[src/rtl/seq_adder.sv]
`default_nettype none
// ============================================================================
//  Module      : seq_adder
//  Description : Multi-cycle adder/subtractor. Adds two WIDTH-bit operands
//                CHUNK bits per clock, carrying between chunks through a
//                registered carry bit. Valid/ready handshake on both sides,
//                with carry-out, signed-overflow and zero flags on the result.
//  Revision    : 1.0 - initial release
// ----------------------------------------------------------------------------
//  Parameters
//    WIDTH      operand/result width in bits
//    CHUNK      bits added per cycle (WIDTH % CHUNK == 0, 1 <= CHUNK <= WIDTH)
//  Ports
//    clk        in   1      clock, rising edge
//    rst_n      in   1      asynchronous active-low reset
//    in_valid   in   1      operands presented
//    in_ready   out  1      block can accept operands (IDLE)
//    a, b       in   WIDTH  operands
//    cin        in   1      carry-in (add) / borrow-in (sub)
//    sub        in   1      0: a+b+cin   1: a-b-cin
//    out_valid  out  1      result available (DONE)
//    out_ready  in   1      consumer accepts result
//    sum        out  WIDTH  result, modulo 2^WIDTH
//    cout       out  1      carry-out; in subtract mode 1 means no borrow
//    ovf        out  1      two's-complement signed overflow
//    zero       out  1      sum == 0
// ============================================================================
module seq_adder #(
    parameter int WIDTH = 32,
    parameter int CHUNK = 8
) (
    input  logic             clk,
    input  logic             rst_n,
    input  logic             in_valid,
    output logic             in_ready,
    input  logic [WIDTH-1:0] a,
    input  logic [WIDTH-1:0] b,
    input  logic             cin,
    input  logic             sub,
    output logic             out_valid,
    input  logic             out_ready,
    output logic [WIDTH-1:0] sum,
    output logic             cout,
    output logic             ovf,
    output logic             zero
);

    // Number of RUN cycles and the chunk-counter width (at least one bit).
    localparam int             N      = WIDTH / CHUNK;
    localparam int             CW     = (N > 1) ? $clog2(N) : 1;
    localparam logic [CW-1:0]  LAST_K = CW'(N - 1);

    typedef enum logic [1:0] {
        S_IDLE = 2'd0,
        S_RUN  = 2'd1,
        S_DONE = 2'd2
    } state_t;

    // ------------------------------------------------------------------------
    // State and datapath registers
    // ------------------------------------------------------------------------
    state_t           r_state;
    state_t           w_state_next;
    logic [CW-1:0]    r_k;
    logic [WIDTH-1:0] r_a;
    logic [WIDTH-1:0] r_b;
    logic             r_carry;
    logic [WIDTH-1:0] r_sum;
    logic             r_cout;
    logic             r_ovf;
    logic             r_zero;

    // ------------------------------------------------------------------------
    // Chunk datapath
    // ------------------------------------------------------------------------
    logic [CHUNK-1:0] w_a_chunk;
    logic [CHUNK-1:0] w_b_chunk;
    logic [CHUNK-1:0] w_s;
    logic             w_c;
    logic             w_c_into_msb;
    logic [WIDTH-1:0] w_sum_next;
    logic             w_last;

    assign w_last = (r_k == LAST_K);

    always_comb begin
        w_a_chunk  = '0;
        w_b_chunk  = '0;
        w_sum_next = r_sum;
        w_s        = '0;
        w_c        = 1'b0;

        // Chunk selection is an unrolled mux over constant slices so every
        // part-select stays in range regardless of the counter width.
        for (int i = 0; i < N; i++) begin
            if (r_k == CW'(i)) begin
                w_a_chunk = r_a[i*CHUNK +: CHUNK];
                w_b_chunk = r_b[i*CHUNK +: CHUNK];
            end
        end

        {w_c, w_s} = {1'b0, w_a_chunk} + {1'b0, w_b_chunk}
                   + {{CHUNK{1'b0}}, r_carry};

        for (int i = 0; i < N; i++) begin
            if (r_k == CW'(i)) begin
                w_sum_next[i*CHUNK +: CHUNK] = w_s;
            end
        end
    end

    // Carry into the top bit of the chunk, recovered from the sum bit:
    // s = a ^ b ^ c_in  =>  c_in = s ^ a ^ b. On the last chunk this is the
    // carry into the result MSB, and ovf = c_in(MSB) ^ c_out(MSB).
    assign w_c_into_msb = w_s[CHUNK-1] ^ w_a_chunk[CHUNK-1] ^ w_b_chunk[CHUNK-1];

    // ------------------------------------------------------------------------
    // FSM: state register
    // ------------------------------------------------------------------------
    always_ff @(posedge clk or negedge rst_n) begin
        if (!rst_n) begin
            r_state <= S_IDLE;
        end else begin
            r_state <= w_state_next;
        end
    end

    // ------------------------------------------------------------------------
    // FSM: next state and handshake outputs. Handshake outputs decode only
    // the state register, so there is no combinational path from in_* to out_*.
    // ------------------------------------------------------------------------
    always_comb begin
        w_state_next = r_state;
        in_ready     = 1'b0;
        out_valid    = 1'b0;
        case (r_state)
            S_IDLE: begin
                in_ready = 1'b1;
                if (in_valid) begin
                    w_state_next = S_RUN;
                end
            end
            S_RUN: begin
                if (w_last) begin
                    w_state_next = S_DONE;
                end
            end
            S_DONE: begin
                out_valid = 1'b1;
                if (out_ready) begin
                    w_state_next = S_IDLE;
                end
            end
            default: begin
                w_state_next = S_IDLE;
            end
        endcase
    end

    // ------------------------------------------------------------------------
    // Datapath registers
    // ------------------------------------------------------------------------
    always_ff @(posedge clk or negedge rst_n) begin
        if (!rst_n) begin
            r_k     <= '0;
            r_a     <= '0;
            r_b     <= '0;
            r_carry <= 1'b0;
            r_sum   <= '0;
            r_cout  <= 1'b0;
            r_ovf   <= 1'b0;
            r_zero  <= 1'b0;
        end else begin
            case (r_state)
                S_IDLE: begin
                    if (in_valid) begin
                        // Subtraction as a + ~b + ~cin: a - b - cin in two's
                        // complement, with carry-out meaning "no borrow".
                        r_a     <= a;
                        r_b     <= sub ? ~b : b;
                        r_carry <= sub ? ~cin : cin;
                        r_k     <= '0;
                    end
                end
                S_RUN: begin
                    r_sum   <= w_sum_next;
                    r_carry <= w_c;
                    r_k     <= r_k + CW'(1);
                    // Flags are only updated when the final chunk lands, so
                    // the previous result's flags stay visible until then.
                    if (w_last) begin
                        r_cout <= w_c;
                        r_ovf  <= w_c_into_msb ^ w_c;
                        r_zero <= (w_sum_next == '0);
                    end
                end
                default: begin
                    // DONE: hold everything stable for the consumer.
                end
            endcase
        end
    end

    assign sum  = r_sum;
    assign cout = r_cout;
    assign ovf  = r_ovf;
    assign zero = r_zero;

endmodule
`default_nettype wire

[config.mk]
export PLATFORM = sky130hd
export DESIGN_NAME = seq_adder
export DESIGN_NICKNAME = d
export VERILOG_FILES = /design/src/rtl/seq_adder.sv
export SDC_FILE = /design/constraint.sdc
export NUM_CORES = 1
export LEC_CHECK = 0
export CORE_MARGIN = 3
export CORE_UTILIZATION = 55
export CTS_CLUSTER_DIAMETER = 200
export DETAILED_ROUTE_END_ITERATION = 7
export DONT_BUFFER_PORTS = 1
export PLACE_DENSITY = 0.69
export SYNTH_ARGS = -nofsm -noshare
export SYNTH_HDL_FRONTEND = slang
export SYNTH_SLANG_ARGS = --single-unit
[constraint.sdc]
create_clock -name clk -period 5.4 [get_ports clk]
set_input_delay 1.08 -clock clk [delete_from_list [all_inputs] [get_ports clk]]
set_output_delay 1.08 -clock clk [all_outputs]
set_load 0.01 [all_outputs]
Word level (Yosys, flattened, before mapping)
Cells that the tools add are included.
Cells by class
  add/sub/neg operators: 3
  bitwise gates (word level): 5
  reduce and logical (&&, ||, !) cells: 8
  equal/unequal tests: 8
  mux-type cells: 24
Operator list (number)
  2-to-1 mux 8 bit: 12
  logical NOT 32 bit: 1
  2-to-1 mux 32 bit: 1
  NOT 32 bit: 1
  adder 8 x 8 -> 9 bit: 1
  adder 9 x 1 -> 9 bit: 1
  2-to-1 mux 2 bit: 4
  equality test 2 bit, second input constant: 3
  != test 2 bit, second input constant: 3
  case mux 2 bit (3 select lines): 1
  AND reduction 2 bit: 3
  equality test 2 x 1 -> 1 bit, second input constant: 2
  logical NOT 2 bit: 2
  2-to-1 mux 1 bit: 4
  case mux 2 bit (2 select lines): 1
  AND reduction 3 bit: 1
  bitwise XOR 1 bit: 3
  adder 2 x 1 -> 2 bit, second input constant: 1
  case mux 1 bit (2 select lines): 1
  nonzero test 2 bit: 1
  NOT 1 bit: 1
Word-level totals
  input port bits: 70
  register bits after elaboration: 104
  logic and storage cells: 57

Depth between registers and ports, before layout
Gate-level depths: netlist of run 1.
  depth in word-level cells: 10
  depth in mapped cells: 21

Least setup slack after synthesis of run 1
Ideal clock, no wire load.
  path type: register to register
  from: reg r_k[1]
  to: reg r_zero (netlist: zero)
  cell stages (with the launch flop): 21
  clock period less this slack: 3692 ps
  data arrival time: 3616 ps
  path slack: 1708 ps
  buffers on the path: 2
  setup time: 76 ps
  cells stage by stage: dfrtp_1 inv_1 ha_1 buf_6 clkbuf_1 nor2_1 a21oi_1 nor2_1 a21oi_1 nor2_1 a21oi_1 fa_1 inv_1 fa_1 a211oi_2 nor2_1 xnor2_1 nand2_1 o2bb2ai_1 or4b_1 o21ai_1
On the way
  cells in the longest elaborated chain, start to end: 9
  elaborated cells between the ends (all ways): 20
RTL lines
  start, declared: RTL line 64  | logic [CW-1:0] r_k;
  start signal, assigned: RTL line 188  | r_k <= r_k + CW'(1);
  logical NOT 2 bit: RTL line 96, 106
  2-to-1 mux 8 bit (4 in a row): RTL line 96  | if (r_k == CW'(i)) begin
  adder 8 x 8 -> 9 bit: RTL line 102  | {w_c, w_s} = {1'b0, w_a_chunk} + {1'b0, w_b_chunk}
  adder 9 x 1 -> 9 bit: RTL line 103  | + {{CHUNK{1'b0}}, r_carry};
  2-to-1 mux 8 bit: RTL line 106  | if (r_k == CW'(i)) begin
  logical NOT 32 bit: RTL line 194  | r_zero <= (w_sum_next == '0);
  end signal, assigned: RTL line 194
  end, declared: RTL line 71  | logic r_zero;
Parallel ways exist; a longest one is shown, timed or not.
A chain may end at the register's enable or synchronous reset.

Worst setup path in the final report of run 1
  from: reg r_k[0]
  to: reg r_zero (netlist: zero)
The elaborated chain is that of the path after synthesis.

==> results of run 1 <==
## cells in the final DEF (no fill, tap or decap), types with 3 or more instances in the layout
cell type    n
a21oi_1     46
buf_4        6
clkbuf_1     4
clkbuf_8     9
dfrtp_1    104
ha_1        11
inv_1       11
nand2_1    197
nand2b_1     4
nand3_1      5
nor2_1      50
nor4_1       8
o21ai_0     86
o21ai_1      3
o221ai_1     3
xnor2_1     37
## power by group through the flow
stage          logic (mW)  clock network, mW  registers (mW)
2_1_floorplan        1.91                  0            1.36
3_3_place_gp         2.41                  0            1.44
3_5_place_dp         2.44                  0            1.45
4_1_cts              2.44              0.434            1.43
5_1_grt              2.76              0.467            1.48
6_report             2.44              0.425            1.43
## cell type report
class | count | area, sq um | area share
sequential | 104 | 2603 | 0.4646
multi-input combinational | 495 | 2586 | 0.4617
tap | 129 | 161.4 | 0.02881
clock buffer | 13 | 138.9 | 0.02479
inverter | 13 | 48.80 | 0.008711
timing repair buffer | 6 | 45.04 | 0.008041
clock inverter | 3 | 18.77 | 0.003350
## per-layer routing
layer / vias up / track usage
met2: 105 / 0.4112
met3: 19 / 0.05940
met5: - / 0
met4: 0 / 0.08048
li1: 2117 / -
met1: 2042 / 0.3202
## stage by stage
stage | instance area, sq um | utilization
after floorplan | 5448 | -
after global placement | 5444 | 0.5782
after detailed placement | 5444 | 0.5782
after CTS | 5602 | 0.5950
after global routing | 5602 | 0.5950
final | 5602 | 0.5950
## kinds of logic after synthesis
kind of cell               after synthesis  synth area share
adders and majority gates               13           0.03261
DFF                                    104            0.4777
muxes                                    2          0.003904
xor gates and xnor gates                39           0.06270
and+or+nand+nor                        284            0.2141
buffers and inverters                   55           0.04800
AOI/OAI and AO/OA                      157            0.1610
## state kept, by name, indices dropped and copies added, names as in the netlist
| register | flops |
|---|---|
| ovf | 1 |
| r_state | 2 |
| r_b | 32 |
| r_a | 32 |
| sum | 32 |
| r_carry | 1 |
| cout | 1 |
| r_k | 2 |
| zero | 1 |
## path summary, 6_finish.rpt
| path | start | to | slack, ns | cells past startpoint |
|---|---|---|---|---|
| max reg2reg | r_k[0] | zero | 0.82 | 18 |
| max | r_k[0] | zero | 0.82 | 18 |
| min reg2reg | r_b[27] | r_b[27] | 0.48 | 2 |
| max in group asynchronous | rst_n | sum[6] | 4.85 | 0 |
| min | rst_n | r_a[31] | 0.39 | 0 |
| min in group clk | r_b[27] | r_b[27] | 0.48 | 2 |
==> results.tsv, run 1 <==
metric	value	unit
synthFlopType	dfrtp_1	
maxSlewViolCount	0	
pin_count	107	
hold_class	in -> async	
timing.fmax	0.2185	GHz
clk_path_buf_depth	2	
seq_area_frac_synth	0.4777	
wl_met2	6.415	mm
cts.sinks	104	
synth_fp_nets	737	
crit_type	reg -> reg	
synth_top_area_frac	0.4777	
async_reset_ff_frac	1.000	
synth_warnings	0	
synth.top_cells.by_count	nand2_1 (198), dfrtp_1 (104), o21ai_0 (86), nor2_1 (50), a21oi_1 (46)	
highest_layer	met4	
crit_top_cell	a21oi_1	
fin_setup_tns	0	ns
synth.most_common_cell	nand2_1	
dpl.cell_count	747	
synth-seq-cells	104	
routed_wl	13.13	mm
area_delta_synth_final	2.825	%
synth_edf_count	0	
p_comb_frac	0.567	
cp_max_fo	25	
endpoint_kind	flop	
p_int	2.154	mW
cp_slowest_cell	xnor2_1	
insertion_delay	0.37	ns
place_congestion	0.8579	
cts_setup_buffers	0	
start_kind	flop	
crit_chain	inv_1, ha_1, nand2_1, nor2_1, a21oi_1, nor2_1, a21oi_1, nor2_1, a21oi_1, fa_1, inv_1, fa_1, xnor2_1, a21oi_1, nor4_1, nand4_1, or4b_1, o21ai_1	
crit_buf_inv	2	
timing.hold.ws	0.3913	ns
grt_pass1_wl	21.92	mm
vias	4283	
fin_crit_sh	0.8477	
clk_pin_slew	0.09	ns
track_usage	0.2477	
synth.avg_cell_area	8.330	sq um
cts_tree	done	
root_buffer	clkbuf_8	
routedLengthMet1	5.710	mm
core.rowCount	35	
status	finished, final reports clean	
core-area	9415	sq um
postLayoutSetupSlackWorst	0.8227	ns
rsz0062_at_grt	false	
fp.dieW	105.5	um
cp_top_family	simple AND/OR/NAND/NOR gates	
setup_viol	0	
seqPwrFrac	0.334	
grt_pass1_vias	4264	
via_per_inst	5.613	
stdcell_count	763	
dpl_worst_slack	0.8513	ns
critPathRequiredTime	5.71	ns
switching_power	2.141	mW
syn_inst	654	
grt_max_degree	105	
yosys.cell_types.count	53	
fin_skew	0.006443	ns
grt-ovfl-total	0	
htree_num_levels	3	
drtPass1Iterations	4	
power_density	766.7	nW/um^2
hold_viol	0	
ant_nets	0	
p_sw_frac	0.4985	
drv_cap	0	
worst_slew_pin_slew	0.9880	ns
totalPowerFinal	4.295	mW
die_y	105.5	um
ctsResizeCount	0	
portBuffers	0	
num-fill-cells	862	
start_util	0.5786	
wl_met3	759	um
clkPwrFrac	0.099	
antenna_found_initial	0	
p_leak	2.559	nW
drtIter0Drc	211	
ir_worst_vdd	0.0003262	V
drive_above_1_share	0.05047	
fin_nets	712	
timing.final.crit_period	4.577	ns
drc	0	
netlist_area	5448	sq um
hold_buffers	0	
dieArea	11140	sq um
dpl.hpwl	9.560	mm
max-slew-margin-rel	0.3413	
routedWlPerCell	17.20	um
diodes	0	
synth.area.top_cells	dfrtp_1 (48%), nand2_1 (14%), o21ai_0 (7.9%)	
cts_buffers	9	
yosysTopAreaCell	dfrtp_1	
arrival	4.89	ns
cpPeakStageDelay	0.59	ns
Power figures use the tool's default switching activity.
==> run 2: changes to the inputs <==
--- a/config.mk
+++ b/config.mk
@@ -10,7 +10,7 @@
 export CTS_CLUSTER_DIAMETER = 200
 export DETAILED_ROUTE_END_ITERATION = 7
 export DONT_BUFFER_PORTS = 1
-export PLACE_DENSITY = 0.69
+export PLACE_DENSITY = 0.72
 export SYNTH_ARGS = -nofsm -noshare
 export SYNTH_HDL_FRONTEND = slang
 export SYNTH_SLANG_ARGS = --single-unit
==> constraint.sdc (replaced) <==
create_clock -name clk -period 4.2 [get_ports clk]
set_input_delay 0.84 -clock clk [delete_from_list [all_inputs] [get_ports clk]]
set_output_delay 0.84 -clock clk [all_outputs]
set_load 0.01 [all_outputs]
==> results.tsv, run 2 (same netlist as run 1, synthesis figures left out) <==
metric	value	unit	change
diodes	0		unchanged
htree_num_levels	3		unchanged
hold_viol	0		unchanged
fin_crit_sh	0.9066		+0.05896
maxSlewViolCount	0		unchanged
layout_commonest_cell	nand2_1		
rsz0062_at_grt	false		
hold_class	in -> async		
arrival	4.12	ns	-0.77 ns
dpl.hpwl	9.257	mm	-3.2%
fin_skew	0.01089	ns	+0.004446 ns
grt_pass1_vias	4389		+2.9%
grt-ovfl-total	0		unchanged
grt_pass1_wl	21.29	mm	-2.9%
stdcell_count	774		+1.4%
ir_worst_vdd	0.0003947	V	+21%
routedWlPerCell	16.19	um	-5.9%
track_usage	0.2366		-0.01105
power_density	990.7	nW/um^2	+29%
fp.dieW	105.5	um	unchanged
dieArea	11140	sq um	unchanged
via_per_inst	5.576		-0.66%
r2r_cells	16		-2
critPathRequiredTime	4.51	ns	-1.20 ns
fin_setup_tns	0	ns	unchanged
place_congestion	0.8922		+4.0%
die_y	105.5	um	unchanged
pin_count	107		unchanged
fin_nets	723		+1.5%
reg2reg_slack	0.39	ns	-0.43 ns
dpl.cell_count	758		+1.5%
p_leak	2.622	nW	+2.5%
drtPass1Iterations	5		+1
clk_pin_slew	0.11	ns	+0.02 ns
cts_tree	done		
ant_nets	0		unchanged
portBuffers	0		unchanged
max-slew-margin-rel	0.3233		-0.01804
core-area	9415	sq um	unchanged
hold_buffers	0		unchanged
timing.fmax	0.2626	GHz	+20%
setup_viol	0		unchanged
drtIter0Drc	220		+4.3%
drv_cap	0		unchanged
timing.critical_path.from	r_k[0]		
start_kind	flop		
vias	4316		+0.77%
clk_path_buf_depth	2		unchanged
crit_type	reg -> reg		
crit_path_end	zero		
start_util	0.5786		unchanged
regToRegStartpoint	r_k[0]		
crit_chain	inv_1, ha_2, buf_4, nand2_1, nor2_1, a21oi_1, nor2_1, a21oi_1, o21ai_0, fa_1, nor2b_1, a22oi_1, nor4_1, nand4_1, or4b_1, o21ai_1		
worst_slew_pin_slew	1.011	ns	+0.02348 ns
endpoint_kind	flop		
area_delta_synth_final	4.984	%	
cp_slowest_cell	fa_1		
cpPeakStageDelay	0.54	ns	-0.05 ns
core.rowCount	35		unchanged
mostFrequentLayoutCells	nand2_1 (197), dfrtp_1 (104), o21ai_0 (86)		
timing.final.crit_period	3.808	ns	-0.7695 ns
ctsResizeCount	0		unchanged
grt_max_degree	105		unchanged
status	finished, final reports clean		
root_buffer	clkbuf_8		
r2r-end	zero		
cts_setup_buffers	0		unchanged
cts_buffers	9		unchanged
timing.hold.ws	0.1454	ns	-0.2458 ns
antenna_found_initial	0		unchanged
drc	0		unchanged
routed_wl	12.53	mm	-4.5%
cts.sinks	104		unchanged
insertion_delay	0.37	ns	about the same
drive_above_1_share	0.07752		+0.02705
cp_max_fo	10		-60%
run 2: how the worst min path moves through the flow:
stage	slack (ns)	end	cells past startpoint	start
3_5_place_dp	0.46	r_a[0]	2	r_a[0]
2_1_floorplan	0.45	r_a[0]	2	r_a[0]
6_report	0.15	r_a[23]	0	rst_n
3_3_place_gp	0.46	r_b[21]	2	r_b[21]
5_1_grt	0.12	r_b[11]	0	rst_n
4_1_cts	0.14	r_b[8]	0	rst_n
run 2: report_power, final:
| part | internal, mW | switching [mW] | total, mW |
|---|---|---|---|
| logic | 1.22 | 2.00 | 3.22 |
| registers | 1.46 | 0.386 | 1.84 |
| clock network | 0.230 | 0.375 | 0.605 |
| total | 2.91 | 2.76 | 5.67 |
run 2: worst max-delay path, delay by kind of cell, from the launching register on:
kind | cells | cell delay, ns
and+or+nand+nor | 7 | 1.36
AOI/OAI and AO/OA | 5 | 0.80
adders and majority gates | 2 | 0.84
DFF | 1 | 0.44
buffers and inverters | 2 | 0.31
run 2: final cells by class:
cell class                 instances  area (sq um)
fill                             854          3696
timing repair buffer              17         127.6
sequential                       104          2603
clock inverter                     7         61.31
clock buffer                       9         123.9
multi-input combinational        495          2594
inverter                          13         48.80
tap                              129         161.4
run 2: metal layers:
metal,wire length [um],up-vias,track usage
met4,217,0,0.06846
met3,717,23,0.06185
met1,5532,2038,0.3081
met5,0,-,0
li1,-,2140,-
met2,6066,115,0.3912
run 2: per-stage QoR:
step | utilization | area, sq um | setup slack, ns | total power, mW
4_1_cts | 0.6066 | 5712 | 0.3212 | 5.694
3_5_place_dp | 0.5870 | 5527 | 0.3665 | 5.081
3_3_place_gp | 0.5870 | 5527 | 0.4700 | 5.033
5_1_grt | 0.6074 | 5719 | 0.02241 | 6.229
2_1_floorplan | - | 5448 | 0.5081 | 4.209
6_report | 0.6074 | 5719 | 0.3922 | 5.666
==> run 3: changes to the inputs <==
--- a/config.mk
+++ b/config.mk
@@ -5,12 +5,14 @@
 export SDC_FILE = /design/constraint.sdc
 export NUM_CORES = 1
 export LEC_CHECK = 0
+export CELL_PAD_IN_SITES_DETAIL_PLACEMENT = 0
+export CELL_PAD_IN_SITES_GLOBAL_PLACEMENT = 2
 export CORE_MARGIN = 3
-export CORE_UTILIZATION = 55
+export CORE_UTILIZATION = 34
 export CTS_CLUSTER_DIAMETER = 200
 export DETAILED_ROUTE_END_ITERATION = 7
 export DONT_BUFFER_PORTS = 1
-export PLACE_DENSITY = 0.72
+export PLACE_DENSITY = 0.75
 export SYNTH_ARGS = -nofsm -noshare
 export SYNTH_HDL_FRONTEND = slang
 export SYNTH_SLANG_ARGS = --single-unit
==> results.tsv, run 3 (same netlist as run 1, synthesis figures left out) <==
metric	value	unit	change
routed_wl	14.54	mm	+16%
status	finished, final reports clean		
die_y	132.6	um	+26%
timing.final.crit_period	3.828	ns	+0.02006 ns
drtPass1Iterations	4		-1
grt_max_degree	105		unchanged
dieArea	17580	sq um	+58%
portBuffers	0		unchanged
drive_above_1_share	0.08050		+0.002976
hold_viol	0		unchanged
via_per_inst	4.950		-11%
totalPowerFinal	6.093	mW	+7.5%
root_buffer	clkbuf_16		
routedWlPerCell	16.97	um	+4.8%
arrival	4.10	ns	-0.02 ns
drv_cap	0		unchanged
drc	0		unchanged
drtIter0Drc	259		+18%
clk_path_buf_depth	2		unchanged
grt_pass1_wl	24.23	mm	+14%
antenna_found_initial	0		unchanged
pin_count	107		unchanged
fin_nets	724		+0.14%
insertion_delay	0.35	ns	-0.02 ns
final_area	5966	sq um	+4.3%
ant_nets	0		unchanged
grt-ovfl-total	0		unchanged
worst_slew_pin_slew	0.9959	ns	-0.01561 ns
timing.fmax	0.2612	GHz	-0.52%
start_kind	flop		
cts_tree	done		
power_density	1021	nW/um^2	+3.1%
placed_cell_area	5622	sq um	+1.7%
max-slew-margin-rel	0.3337		+0.01044
core.rowCount	45		+29%
ir_worst_vdd	0.0003228	V	-18%
timing.hold.ws	0.1840	ns	+0.03859 ns
vias	4242		-1.7%
clk_pin_slew	0.07	ns	-0.04 ns
layout_commonest_cell	nand2_1		
cp_max_fo	18		+8
fin_skew	0.008242	ns	-0.002647 ns
cts_buffers	9		unchanged
maxSlewViolCount	0		unchanged
cts.sinks	104		unchanged
dpl.hpwl	10.98	mm	+19%
fin_setup_tns	0	ns	unchanged
fin_crit_sh	0.9114		+0.004775
setup_viol	0		unchanged
critPathRequiredTime	4.47	ns	-0.04 ns
place_congestion	0.7948		-11%
core-area	15430	sq um	+64%
p_leak	2.685	nW	+2.4%
mostFrequentLayoutCells	nand2_1 (197), dfrtp_1 (104), o21ai_0 (86)		
endpoint_kind	flop		
track_usage	0.1738		-0.06286
fp.dieW	132.6	um	+26%
grt_pass1_vias	4487		+2.2%
diodes	0		unchanged
htree_num_levels	3		unchanged
crit_type	reg -> reg		
start_util	0.3531		-0.2255
area_delta_synth_final	9.508	%	
hold_class	in -> async		
==> run 3: changes by cell type in the layout (fill, tap and decap cells not counted), sizes merged <==
cell | before | now
inv | 18 | 15
clkinv | 1 | 0
buf | 17 | 18
clkbuf | 9 | 11
bufinv | 0 | 1
clkinvlp | 1 | 2
==> run 3: per-layer routing <==
layer / wire length (um) / GRT usage / part of all wire / vias to the layer above
met1: 6710 / 0.2286 / 0.46 / 1981
met3: 867 / 0.04715 / 0.060 / 11
met2: 6795 / 0.2830 / 0.47 / 112
li1: - / - / - / 2138
met4: 167 / 0.04850 / 0.011 / 0
met5: 0 / 0 / 0 / -
==> run 3: worst paths after layout <==
check / start / end / slack, ns / cells after the start
worst max register to register: r_k[1] / zero / 0.37 / 17
min in group clk: r_b[25] / r_b[25] / 0.48 / 2
worst min-delay path: rst_n / sum[9] / 0.18 / 0
max in group asynchronous: rst_n / r_a[21] / 3.85 / 0
worst max-delay path: r_k[1] / zero / 0.37 / 17
worst min register to register: r_b[25] / r_b[25] / 0.48 / 2
==> run 3: through the flow <==
step | util | worst slack, ns | std cells
2_1_floorplan | - | 0.5081 | 654
3_3_place_gp | 0.3644 | 0.4505 | 839
3_5_place_dp | 0.3644 | 0.3546 | 839
4_1_cts | 0.3842 | 0.3186 | 855
5_1_grt | 0.3867 | -0.002435 | 857
6_report | 0.3867 | 0.3722 | 857
==> run 3: what timing repair did <==
item	CTS	global route
setup endpoints to repair	0	2
gates resized for setup	0	5
hold buffers	0	0
buffers inserted	0	2
==> run 3: where the power goes <==
part / total, mW / leakage, nW / internal (mW) / switching [mW]
combinational: 3.36 / 1.23 / 1.29 / 2.06
sequential: 1.88 / 1.31 / 1.46 / 0.414
clock: 0.863 / 0.143 / 0.483 / 0.380
total: 6.09 / 2.69 / 3.24 / 2.86
==> run 3: critical path, cell delays in order, from the launching register on <==
cell	delay [ns]
dfrtp_1	0.40
inv_1	0.11
ha_1	0.36
buf_4	0.28
buf_4	0.16
nor2_1	0.04
a21oi_1	0.13
nor2_1	0.06
a21oi_1	0.13
o21ai_0	0.11
ha_1	0.45
nand2_2	0.12
o21ai_1	0.07
a221o_1	0.33
a211oi_2	0.21
o22ai_1	0.11
or4b_1	0.52
o21ai_1	0.15
==> run 3: final cells by class <==
cell class,count,area (sq um)
clock inverters,5,62.56
multi-input cells,495,2610
well taps,211,264.0
flip-flops and latches,104,2603
repair buffers,18,135.1
fillers,1643,9462
inverters,13,48.80
clock buffers,11,242.7
